===== src/rtl/en_fire_sched_if.sv =====
// Launch interface between the enemy fire scheduler and the enemy missile datapath.
// The scheduler (master) drives the launch strobe and coordinates; the missile reports busy.
interface en_fire_sched_if;
  logic        missile_busy;
  logic        fire;
  logic [1:0]  fire_id;
  logic [10:0] x_missile_out;
  logic [10:0] y_missile_out;

  modport master (
    input  missile_busy,
    output fire,
    output fire_id,
    output x_missile_out,
    output y_missile_out
  );

  modport slave (
    output missile_busy,
    input  fire,
    input  fire_id,
    input  x_missile_out,
    input  y_missile_out
  );
endinterface


===== src/rtl/en_fire_sched.sv =====
// Enemy fire scheduler: frame-paced, level-scaled cooldown, then round-robin launch
// over the living enemies of the single shared enemy missile.
module en_fire_sched #(
  parameter logic [7:0]  BASE_COOLDOWN = 8'd120,
  parameter logic [7:0]  LEVEL_STEP    = 8'd10,
  parameter logic [7:0]  MIN_COOLDOWN  = 8'd20,
  parameter logic [10:0] X_OFF         = 11'd24,
  parameter logic [10:0] Y_OFF         = 11'd48
) (
  input  logic               pclk,
  input  logic               rst,
  input  logic               enable,
  input  logic               vsync_in,
  input  logic [3:0]         level,
  input  logic [2:0]         alive,
  input  logic [32:0]        en_x,
  input  logic [32:0]        en_y,
  en_fire_sched_if.master    mif
);

  typedef enum logic [1:0] {
    ST_COOLDOWN,
    ST_SELECT,
    ST_LAUNCH
  } state_t;

  state_t      r_state;
  logic [7:0]  r_cd_cnt;
  logic [1:0]  r_rr_ptr;
  logic [1:0]  r_sel;
  logic [3:0]  r_level_q;
  logic        r_vsync_q;
  logic        r_fire;
  logic [1:0]  r_fire_id;
  logic [10:0] r_x;
  logic [10:0] r_y;

  logic        w_tick;
  logic [11:0] w_prod;
  logic [7:0]  w_floor_gap;
  logic [7:0]  w_reload;
  logic [1:0]  w_next1;
  logic [1:0]  w_next2;
  logic [1:0]  w_sel;
  logic [10:0] w_sel_x;
  logic [10:0] w_sel_y;

  assign w_tick      = vsync_in & ~r_vsync_q;
  assign w_prod      = 12'(level) * 12'(LEVEL_STEP);
  assign w_floor_gap = BASE_COOLDOWN - MIN_COOLDOWN;
  // Product is only narrowed to 8 bits when it is already below the floor gap.
  assign w_reload    = (w_prod >= {4'b0000, w_floor_gap}) ? MIN_COOLDOWN
                                                          : BASE_COOLDOWN - w_prod[7:0];

  assign w_next1 = (r_rr_ptr == 2'd2) ? 2'd0 : r_rr_ptr + 2'd1;
  assign w_next2 = (r_rr_ptr == 2'd0) ? 2'd2 : r_rr_ptr - 2'd1;

  always_comb begin
    w_sel = w_next2;
    if (alive[r_rr_ptr]) begin
      w_sel = r_rr_ptr;
    end else if (alive[w_next1]) begin
      w_sel = w_next1;
    end
  end

  always_comb begin
    w_sel_x = en_x[10:0];
    w_sel_y = en_y[10:0];
    case (w_sel)
      2'd1: begin
        w_sel_x = en_x[21:11];
        w_sel_y = en_y[21:11];
      end
      2'd2: begin
        w_sel_x = en_x[32:22];
        w_sel_y = en_y[32:22];
      end
      default: begin
        w_sel_x = en_x[10:0];
        w_sel_y = en_y[10:0];
      end
    endcase
  end

  always_ff @(posedge pclk or posedge rst) begin
    if (rst) begin
      r_state   <= ST_COOLDOWN;
      r_cd_cnt  <= BASE_COOLDOWN;
      r_rr_ptr  <= 2'd0;
      r_sel     <= 2'd0;
      r_level_q <= 4'd0;
      r_vsync_q <= 1'b0;
      r_fire    <= 1'b0;
      r_fire_id <= 2'd0;
      r_x       <= 11'd0;
      r_y       <= 11'd0;
    end else begin
      r_vsync_q <= vsync_in;
      r_level_q <= level;
      r_fire    <= 1'b0;
      if (!enable) begin
        r_state  <= ST_COOLDOWN;
        r_cd_cnt <= w_reload;
      end else if (level != r_level_q) begin
        // Grace period at every new level, starting again from enemy 1.
        r_state  <= ST_COOLDOWN;
        r_cd_cnt <= w_reload;
        r_rr_ptr <= 2'd0;
      end else begin
        case (r_state)
          ST_COOLDOWN: begin
            if (r_cd_cnt == 8'd0) begin
              r_state <= ST_SELECT;
            end else if (w_tick) begin
              r_cd_cnt <= r_cd_cnt - 8'd1;
            end
          end
          ST_SELECT: begin
            if (!mif.missile_busy && (alive != 3'b000)) begin
              r_sel     <= w_sel;
              r_fire_id <= w_sel + 2'd1;
              r_x       <= w_sel_x + X_OFF;
              r_y       <= w_sel_y + Y_OFF;
              r_state   <= ST_LAUNCH;
            end
          end
          ST_LAUNCH: begin
            r_fire   <= 1'b1;
            r_rr_ptr <= (r_sel == 2'd2) ? 2'd0 : r_sel + 2'd1;
            r_cd_cnt <= w_reload;
            r_state  <= ST_COOLDOWN;
          end
          default: begin
            r_state <= ST_COOLDOWN;
          end
        endcase
      end
    end
  end

  assign mif.fire          = r_fire;
  assign mif.fire_id       = r_fire_id;
  assign mif.x_missile_out = r_x;
  assign mif.y_missile_out = r_y;

endmodule

===== src/flat_wrapper.sv =====
// flat-port wrapper written by rule: the top's interface ports become plain ports
module en_fire_sched_flat 
#(
  parameter logic [7:0]  BASE_COOLDOWN = 8'd120,
  parameter logic [7:0]  LEVEL_STEP    = 8'd10,
  parameter logic [7:0]  MIN_COOLDOWN  = 8'd20,
  parameter logic [10:0] X_OFF         = 11'd24,
  parameter logic [10:0] Y_OFF         = 11'd48
)
  (pclk, rst, enable, vsync_in, level, alive, en_x, en_y, mif_missile_busy, mif_fire, mif_fire_id, mif_x_missile_out, mif_y_missile_out);
  en_fire_sched_if mif_i ();
  input  logic pclk;
  input  logic rst;
  input  logic enable;
  input  logic vsync_in;
  input  logic [3:0] level;
  input  logic [2:0] alive;
  input  logic [32:0] en_x;
  input  logic [32:0] en_y;
  input wire logic [$bits(mif_i.missile_busy)-1:0] mif_missile_busy;
  output wire logic [$bits(mif_i.fire)-1:0] mif_fire;
  output wire logic [$bits(mif_i.fire_id)-1:0] mif_fire_id;
  output wire logic [$bits(mif_i.x_missile_out)-1:0] mif_x_missile_out;
  output wire logic [$bits(mif_i.y_missile_out)-1:0] mif_y_missile_out;
  assign mif_i.missile_busy = mif_missile_busy;
  assign mif_fire = mif_i.fire;
  assign mif_fire_id = mif_i.fire_id;
  assign mif_x_missile_out = mif_i.x_missile_out;
  assign mif_y_missile_out = mif_i.y_missile_out;
  en_fire_sched #(.BASE_COOLDOWN(BASE_COOLDOWN), .LEVEL_STEP(LEVEL_STEP), .MIN_COOLDOWN(MIN_COOLDOWN), .X_OFF(X_OFF), .Y_OFF(Y_OFF)) u_core (.pclk(pclk), .rst(rst), .enable(enable), .vsync_in(vsync_in), .level(level), .alive(alive), .en_x(en_x), .en_y(en_y), .mif(mif_i));
endmodule

===== config.mk =====
export PLATFORM = sky130hd
export DESIGN_NAME = en_fire_sched_flat
export DESIGN_NICKNAME = d
export VERILOG_FILES = /design/src/rtl/en_fire_sched_if.sv /design/src/rtl/en_fire_sched.sv /design/src/flat_wrapper.sv
export SDC_FILE = /design/constraint.sdc
export NUM_CORES = 1
export LEC_CHECK = 0
export ABC_AREA = 1
export CAP_MARGIN = 10
export CORE_UTILIZATION = 30
export CTS_CLUSTER_DIAMETER = 200
export CTS_CLUSTER_SIZE = 10
export DETAILED_ROUTE_END_ITERATION = 8
export PLACE_DENSITY_LB_ADDON = 0.12
export SKIP_LAST_GASP = 1
export SLEW_MARGIN = 20
export SYNTH_ARGS = -nofsm -noshare
export SYNTH_HDL_FRONTEND = slang
export SYNTH_SLANG_ARGS = --single-unit

===== constraint.sdc =====
create_clock -name pclk -period 3.5 [get_ports pclk]
set_input_delay 0.7 -clock pclk [delete_from_list [all_inputs] [get_ports pclk]]
set_output_delay 0.7 -clock pclk [all_outputs]
set_load 0.01 [all_outputs]

==> results.yml, run 1 <==
grt:
  antenna_found_initial: 0
  grt_use_total: 0.151
  grt_max_degree: 45
  overflow: 0
  grt_pass1_vias: 2922
  grt_first_pass_wirelength_um: 13700
routing:
  drc_errors: 0
  drtIter0Drc: 107
  wl_per_cell_um: 11.7
  vias: 3183
  vias_per_cell: 4.46
  wl_um: 8380
  final_antenna_net_count: 0
  dr.pass1.iters: 4
clock_network:
  cts_num_sinks: 44
  clock_path_buffers: 2
  postCtsHoldBufs: 0
  post_cts_buffers: 0
  clkTransAtPathRegs_ns: 0.09
  cts-root-buf: "clkbuf_8"
  clk_latency_ns: 0.31
  h-tree-depth: 2
  cts_tree: "yes"
  cts-resized-gates: 0
  numCtsBuffers: 5
worst_setup_path:
  reg2reg_slack_ns: 0.45
  reg2reg_to: "u_core.mif.x_missile_out[9]"
  crit_type: "in -> reg"
  r2r_start: "u_core.r_rr_ptr[0]"
  cp_max_fo: 23
  worstSetupEndpoint: "u_core.mif.x_missile_out[9]"
  arrival_ns: 3.30
  crit_required_ns: 3.69
  crit_path_end_kind: "flop"
  cp-start-kind: "input port"
  r2r_cells: 21
  critPathLaunch: "alive[2]"
placement:
  place_inst: 706
  gp_congestion: 0.859
  port_buffers: 102
  place_area_um2: 4490
  dpl.hpwl_um: 6550
yosys:
  yosys.area.top_type: "dfrtp_1"
  synthCells: 471
  yosysSeqAreaShare: 0.333
  syn_nets: 566
  synth_edf_count: 0
  yosysUniqueCellTypes: 38
  synth_area_leaders: "dfrtp_1 (30%), nand2_1 (20%), nand3_1 (6.3%), ha_1 (6.0%), inv_1 (5.2%)"
  synth_area_per_cell_um2: 7.04
  synth-main-ff-cell: "dfrtp_1"
  async_flop_share: 1.00
  synth_area_um2: 3320
  ys_ff_latch: 44
  yosys.area.top_type_share: 0.302
  yosysWarnings: 0
power:
  power_density_nw_per_um2: 296
  ir_drop_mv: 0.145
  p_leak_uw: 0.00225
layout:
  final_cells: 714
  final_cell_mix: "nand2_1 (176), clkdlybuf4s50_1 (102), inv_1 (45), nand3_1 (42), dfrtp_1 (40)"
  fill_cells: 1127
  nets: 668
  multi_input_area_um2: 1900
  final_cell_area_um2: 4600
  final_util: 0.426
  area_growth_pct: 38.7
  final_common_cell: "nand2_1"
  drive_above_1_share: 0.108
  seq_area_um2: 1110
  diodes: 0
sta:
  layout_worst_path_cycle_share: 0.888
  tightest_slew_ns: 0.937
  slew_headroom: 0.375
  period_needed_ns: 3.11
  fin_setup_tns_ns: 0
  rsz0062_at_grt: "false"
  hold_viol_final: 0
  skew_ns: 0.00933
  setup_viol: 0
  fmax_ghz: 0.322
  slew_viol_final: 0
floorplan:
  die_w_um: 107
  initial_core_util: 0.307
  pin_count: 103
  core_area_um2: 10800
  die_h_um: 107
  floorplan.die_area_um2: 11500
  rows: 38
worst_hold_path:
  hp-class: "reg -> reg"
run_status:
  status: "finished clean"
job:
  drv_cap: 0
through the flow:
step | total power [µW] | setup slack (ns) | hold WS (ns)
after global routing | 1450 | 0.125 | 0.511
after CTS | 1390 | 0.390 | 0.487
final | 1360 | 0.390 | 0.481
after detailed placement | 973 | 0.0515 | 0.466
after global placement | 966 | 0.140 | 0.459
after floorplan | 810 | 0.773 | 0.455
critical path, cell delays in order:
cell and delay (ns):
clkdlybuf4s50_1 0.47, inv_1 0.06, nor3_1 0.22, inv_1 0.06, a21oi_1 0.27, ha_1 0.31, inv_2 0.27, or2_1 0.15
nand2_1 0.09, ha_1 0.22, inv_1 0.06, nand2_1 0.07, nor2_1 0.12, nand3_1 0.09, nand3_1 0.09, nand2_1 0.05
cells in the mapped netlist (2+ instances only):
master / number
o21ai_1: 2
buf_6: 5
nand4_1: 7
xnor2_1: 3
a22o_1: 7
o21ai_0: 15
mux2i_1: 7
dfrtp_1: 40
o21ai_2: 11
nor3_1: 2
or2_2: 7
buf_2: 9
xor2_1: 3
ha_1: 16
nand2_2: 8
or2_1: 2
nor2_1: 24
nand3_1: 42
or2_0: 4
nand3b_1: 3
inv_2: 7
nor2_2: 2
nand2_1: 176
a21oi_1: 7
dfstp_2: 4
inv_1: 46
state kept, by name (all words and copies together), names as in the netlist:
name                      flops
u_core.r_cd_cnt               8
u_core.r_rr_ptr               2
u_core.r_sel                  2
u_core.mif.x_missile_out     11
u_core.mif.fire_id            2
u_core.mif.y_missile_out     11
u_core.r_level_q              4
u_core.r_state                2
u_core.mif.fire               1
u_core.r_vsync_q              1
power breakdown:
| part | switching (µW) | internal [µW] | leakage (µW) |
|---|---|---|---|
| Combinational | 213 | 191 | 0.00162 |
| Sequential | 18.4 | 535 | 0.000579 |
| Clock | 191 | 215 | 0.0000583 |
layer usage:
metal  share of wire  track usage  wire length (µm)  up-vias
met3           0.080       0.0468               667        6
li1                -            -                 -     1693
met4           0.011       0.0440                89        0
met2            0.46        0.250              3850       99
met5               0            0                 0        -
met1            0.45        0.188              3770     1385
cell families after synthesis:
family | synth area share
multiplexers | 0.0211
adder cells (fa/ha/maj) | 0.0664
XOR/XNOR | 0.0158
AO/OA/AOI/OAI | 0.0897
flip-flops | 0.333
buffers and inverters | 0.0928
AND/OR/NAND/NOR | 0.381
worst min-delay path by stage:
| stage | start | cells past startpoint | end |
|---|---|---|---|
| floorplan | u_core.r_cd_cnt[5] | 2 | u_core.r_cd_cnt[5] |
| global placement | u_core.mif.y_missile_out[4] | 2 | u_core.mif.y_missile_out[4] |
| detailed placement | u_core.mif.x_missile_out[3] | 2 | u_core.mif.x_missile_out[3] |
| CTS | u_core.r_cd_cnt[5] | 2 | u_core.r_cd_cnt[5] |
| global route | u_core.mif.x_missile_out[0] | 2 | u_core.mif.x_missile_out[0] |
| finish | u_core.r_cd_cnt[5] | 2 | u_core.r_cd_cnt[5] |
cell type report:
class / count / area share
clock buffers: 5 / 0.0150
clock inverters: 3 / 0.0103
inverters: 53 / 0.0432
multi-input cells: 358 / 0.414
flip-flops and latches: 44 / 0.240
well taps: 140 / 0.0381
repair buffers: 111 / 0.239
Note: power is estimated with default switching activity, not from simulation.
==> run 2: changes to the inputs <==
- REMOVE_ABC_BUFFERS: not set -> 1
==> run 2 against run 1 <==
Utilization about the same. Cell count decreased by 0.14%. Via count increased by 1.9%. Sequential share of layout area about the same. Die area unchanged. Clock power about the same. Global-route usage increased by 1.4 points. Largest cell class unchanged.
==> results.yml, run 2 (synthesis gave the netlist of run 1 again) <==
routing:
  vias_per_cell: 4.55
  drc_errors: 0
  drtIter0Drc: 87
  wl_per_cell_um: 12.6
  wl_um: 8950
  final_antenna_net_count: 0
  vias: 3243
  dr.pass1.iters: 6
worst_setup_path:
  cp_slowest_cell: "clkdlybuf4s50_1"
  crit_top_cell: "nand2_1"
  reg2reg_slack_ns: 0.57
  arrival_ns: 3.23
  crit_path_end_kind: "flop"
  r2r_cells: 21
  crit_type: "in -> reg"
  cp_max_fo: 13
  r2r_start: "u_core.r_rr_ptr[0]"
  crit_chain: "clkdlybuf4s50_1 > o21ai_0 > a21oi_1 > nand2_1 > nand2_1 > inv_1 > ha_1 > inv_2 > buf_4 > or2_0 > nand2_1 > inv_1 > nand2_1 > nor2_1 > nand3_1 > nand3_1 > nand2_1"
  crit_required_ns: 3.70
  reg2reg_to: "u_core.mif.x_missile_out[10]"
  slowest_delay_ns: 0.49
  cp-start-kind: "input port"
power:
  sequentialPowerShare: 0.407
  ir_drop_mv: 0.186
  p_leak_uw: 0.00225
  combPwrFrac: 0.297
  p_clk_frac: 0.296
  switching_share: 0.310
  p_int_uw: 940
  p_switching_uw: 422
  power_density_nw_per_um2: 296
floorplan:
  initial_core_util: 0.307
  rows: 38
  core_area_um2: 10800
  die_h_um: 107
  die_w_um: 107
  floorplan.die_area_um2: 11500
  pin_count: 103
clock_network:
  postCtsHoldBufs: 0
  cts-resized-gates: 0
  cts_num_sinks: 44
  numCtsBuffers: 5
  clock_path_buffers: 2
  clk_latency_ns: 0.30
  cts_tree: "yes"
  h-tree-depth: 2
  post_cts_buffers: 0
  clkTransAtPathRegs_ns: 0.09
  cts-root-buf: "clkbuf_8"
run_status:
  status: "finished clean"
sta:
  fin_setup_tns_ns: 0
  hold_viol_final: 0
  setup_viol: 0
  fmax_ghz: 0.330
  tightest_slew_ns: 0.804
  slew_viol_final: 0
  rsz0062_at_grt: "false"
  slew_headroom: 0.464
  layout_worst_path_cycle_share: 0.865
  period_needed_ns: 3.03
  skew_ns: 0.00716
placement:
  port_buffers: 102
  dpl.hpwl_um: 6830
  gp_congestion: 0.907
worst_hold_path:
  min_path_cells: 2
  hp-class: "reg -> reg"
  min_to: "u_core.mif.y_missile_out[4]"
  hp-start: "u_core.mif.y_missile_out[4]"
layout:
  final_common_cell: "nand2_1"
  diodes: 0
  area_growth_pct: 38.6
  nets: 667
  final_util: 0.426
  final_cell_mix: "nand2_1 (176), clkdlybuf4s50_1 (102), inv_1 (45), nand3_1 (42), dfrtp_1 (40)"
  drive_above_1_share: 0.105
grt:
  grt_use_total: 0.165
  grt_max_degree: 45
  grt_first_pass_wirelength_um: 14900
  overflow: 0
  grt_pass1_vias: 3117
  antenna_found_initial: 0
job:
  drv_cap: 0
## run 2: cell types whose count changed in the layout (fill, tap and decap cells not counted), sizes merged
| cell | before | now |
|---|---|---|
| clkbuf | 5 | 6 |
| buf | 9 | 8 |
| inv | 53 | 52 |
## run 2: layout make-up
cell class / count / area, µm²
multi-input cells: 358 / 1900
clock buffers: 6 / 72.6
well taps: 140 / 175
flip-flops and latches: 44 / 1110
repair buffers: 110 / 1110
clock inverters: 2 / 35.0
fillers: 1098 / 6190
inverters: 53 / 200
## run 2: worst max-delay path by stage
stage	start	end	slack (ns)	cells past startpoint
after floorplan	alive[0]	u_core.mif.y_missile_out[6]	0.48	16
after global placement	alive[2]	u_core.mif.x_missile_out[9]	0.24	16
after detailed placement	alive[1]	u_core.mif.y_missile_out[8]	0.16	18
after CTS	alive[2]	u_core.mif.y_missile_out[8]	0.48	15
after global routing	alive[1]	u_core.mif.x_missile_out[10]	0.23	17
final	alive[1]	u_core.mif.x_missile_out[10]	0.47	17
## run 2: worst max-delay path, delay by kind of cell
kind | cells | cell delay, ns
compound gates | 2 | 0.35
fa+ha+maj | 1 | 0.31
buf+inv | 5 | 1.07
simple gates | 9 | 0.81
## run 2: power by group through the flow
stage               logic [µW]  clock network (µW)  registers, µW
CTS                        410                 415            554
global route               458                 437            558
floorplan                  242                   0            559
finish                     405                 404            554
detailed placement         409                   0            564
global placement           404                   0            563
## run 2: per-stage QoR
stage                     total power, µW  setup slack (ns)  instances  hold slack (ns)  area (µm²)
after global routing                 1450             0.234        713            0.507        4600
after floorplan                       802             0.480        455            0.455        3210
final                                1360             0.471        713            0.480        4600
after global placement                967             0.244        705            0.455        4490
after CTS                            1380             0.483        713            0.482        4600
after detailed placement              972             0.163        705            0.465        4490
## run 2: per-layer routing
| layer | global-route usage | share of wire | up-vias |
|---|---|---|---|
| met5 | 0 | 0 | - |
| met4 | 0.0401 | 0.016 | 0 |
| met3 | 0.0383 | 0.053 | 9 |
| met2 | 0.287 | 0.48 | 82 |
| met1 | 0.206 | 0.45 | 1468 |
| li1 | - | - | 1684 |
==> run 3: changes to the inputs <==
- GPL_TIMING_DRIVEN: not set -> 0
- SLEW_MARGIN: 20 -> 0
==> run 3 against run 2 <==
Count of clock-buffer cells in the layout is 2 higher. Fmax shrank 3.7%. Non-clock buffer count shrank 3. Total power shrank 4.2%. Critical path type unchanged. Largest power group unchanged.
==> results.yml, run 3 (synthesis gave the netlist of run 1 again) <==
run_status:
  status: "finished clean"
routing:
  drtIter0Drc: 121
  dr.pass1.iters: 5
  drc_errors: 0
  vias_per_cell: 4.59
  final_antenna_net_count: 0
  wl_per_cell_um: 12.4
  vias: 3256
  wl_um: 8810
grt:
  grt_first_pass_wirelength_um: 14600
  grt_max_degree: 38
  grt_use_total: 0.161
  antenna_found_initial: 0
  grt_pass1_vias: 3216
  overflow: 0
clock_network:
  clk_latency_ns: 0.30
  h-tree-depth: 2
  numCtsBuffers: 5
  cts-root-buf: "clkbuf_8"
  clkTransAtPathRegs_ns: 0.09
  clock_path_buffers: 2
  cts_num_sinks: 44
  cts_tree: "yes"
  postCtsHoldBufs: 0
worst_setup_path:
  slowest_delay_ns: 0.48
  arrival_ns: 3.34
  crit_path_end_kind: "flop"
  crit_buf_inv: 5
  cp_max_fo: 29
  cp_top_family: "buffers and inverters"
  crit_chain: "clkdlybuf4s50_1 > inv_1 > nor3_1 > inv_1 > a21oi_1 > ha_4 > inv_4 > or2_1 > nand2_1 > ha_1 > inv_1 > nand2_1 > nor2_1 > nand3_1 > nand3_1 > nand2_1"
  crit_type: "in -> reg"
  cp-start-kind: "input port"
  crit_required_ns: 3.69
  cp_slowest_cell: "clkdlybuf4s50_1"
floorplan:
  die_w_um: 107
  floorplan.die_area_um2: 11500
  initial_core_util: 0.307
  core_area_um2: 10800
  pin_count: 103
  rows: 38
  die_h_um: 107
sta:
  slew_headroom: 0.533
  setup_viol: 0
  fin_setup_tns_ns: 0
  skew_ns: 0.00846
  rsz0062_at_grt: "false"
  fmax_ghz: 0.318
  period_needed_ns: 3.15
  holdWs_ns: 0.477
  slew_viol_final: 0
  hold_viol_final: 0
  tightest_slew_ns: 0.699
  layout_worst_path_cycle_share: 0.899
layout:
  nets: 664
  drive_above_1_share: 0.102
  diodes: 0
  final_common_cell: "nand2_1"
  final_cells: 710
  final_cell_area_um2: 4560
  area_growth_pct: 37.5
  final_cell_mix: "nand2_1 (176), clkdlybuf4s50_1 (102), inv_1 (45), nand3_1 (42), dfrtp_1 (40)"
worst_hold_path:
  hp-class: "reg -> reg"
power:
  p_leak_uw: 0.00222
  ir_drop_mv: 0.146
  power_density_nw_per_um2: 286
placement:
  gp_congestion: 0.850
  place_inst: 698
  dpl.hpwl_um: 6690
  port_buffers: 102
  place_area_um2: 4430
job:
  drv_cap: 0
[run 3: final cells by class]
cell class | count | area (µm²)
Fill cell | 1089 | 6230
Multi-Input combinational cell | 358 | 1920
Sequential cell | 44 | 1110
Timing Repair Buffer | 107 | 1070
Inverter | 53 | 201
Tap cell | 140 | 175
Clock buffer | 8 | 90.1
[run 3: power breakdown]
group / switching, µW / internal, µW
clock: 183 / 162
sequential: 19.2 / 535
combinational: 215 / 192
total: 417 / 889
[run 3: metal layers]
layer | GRT usage | vias up | wire length [µm]
li1 | - | 1685 | -
met4 | 0.0489 | 0 | 148
met1 | 0.184 | 1465 | 3790
met5 | 0 | - | 0
met3 | 0.0456 | 12 | 621
met2 | 0.289 | 94 | 4250
[run 3: timing repair]
item | in CTS | in global routing
buffers inserted | 0 | 4
cloned | 0 | 0
gates resized for setup | 2 | 3
pin swaps | 0 | 1
setup endpoints to repair | 13 | 6
[run 3: worst register-to-register path: stages, from the launching register on]
cell      delay [ns]
dfrtp_1         0.42
inv_1           0.13
ha_1            0.24
inv_1           0.06
nand2_1         0.04
nand3b_1        0.12
nand2_1         0.07
a21oi_1         0.31
ha_4            0.29
inv_4           0.23
or2_1           0.15
nand2_1         0.08
ha_1            0.22
inv_1           0.06
nand2_1         0.09
nor2_1          0.13
nand3_1         0.09
nand3_1         0.09
nand2_1         0.05
[run 3: through the flow]
step	total power (µW)	utilization	setup slack, ns
global placement	953	0.408	-0.652
floorplan	802	-	0.480
CTS	1320	0.420	0.0974
finish	1310	0.423	0.354
detailed placement	963	0.410	-0.698
global route	1390	0.423	0.0925
[run 3: final timing paths]
kind / startpoint / endpoint / slack [ns] / cells after the start
max reg2reg: u_core.r_rr_ptr[0] / u_core.mif.x_missile_out[9] / 0.52 / 18
min: u_core.mif.x_missile_out[3] / u_core.mif.x_missile_out[3] / 0.48 / 2
min reg2reg: u_core.mif.x_missile_out[3] / u_core.mif.x_missile_out[3] / 0.48 / 2
min in group asynchronous: rst / u_core.mif.y_missile_out[0] / 0.64 / 2
max: alive[2] / u_core.mif.x_missile_out[9] / 0.35 / 16
max in group asynchronous: rst / u_core.r_cd_cnt[5] / 2.31 / 3
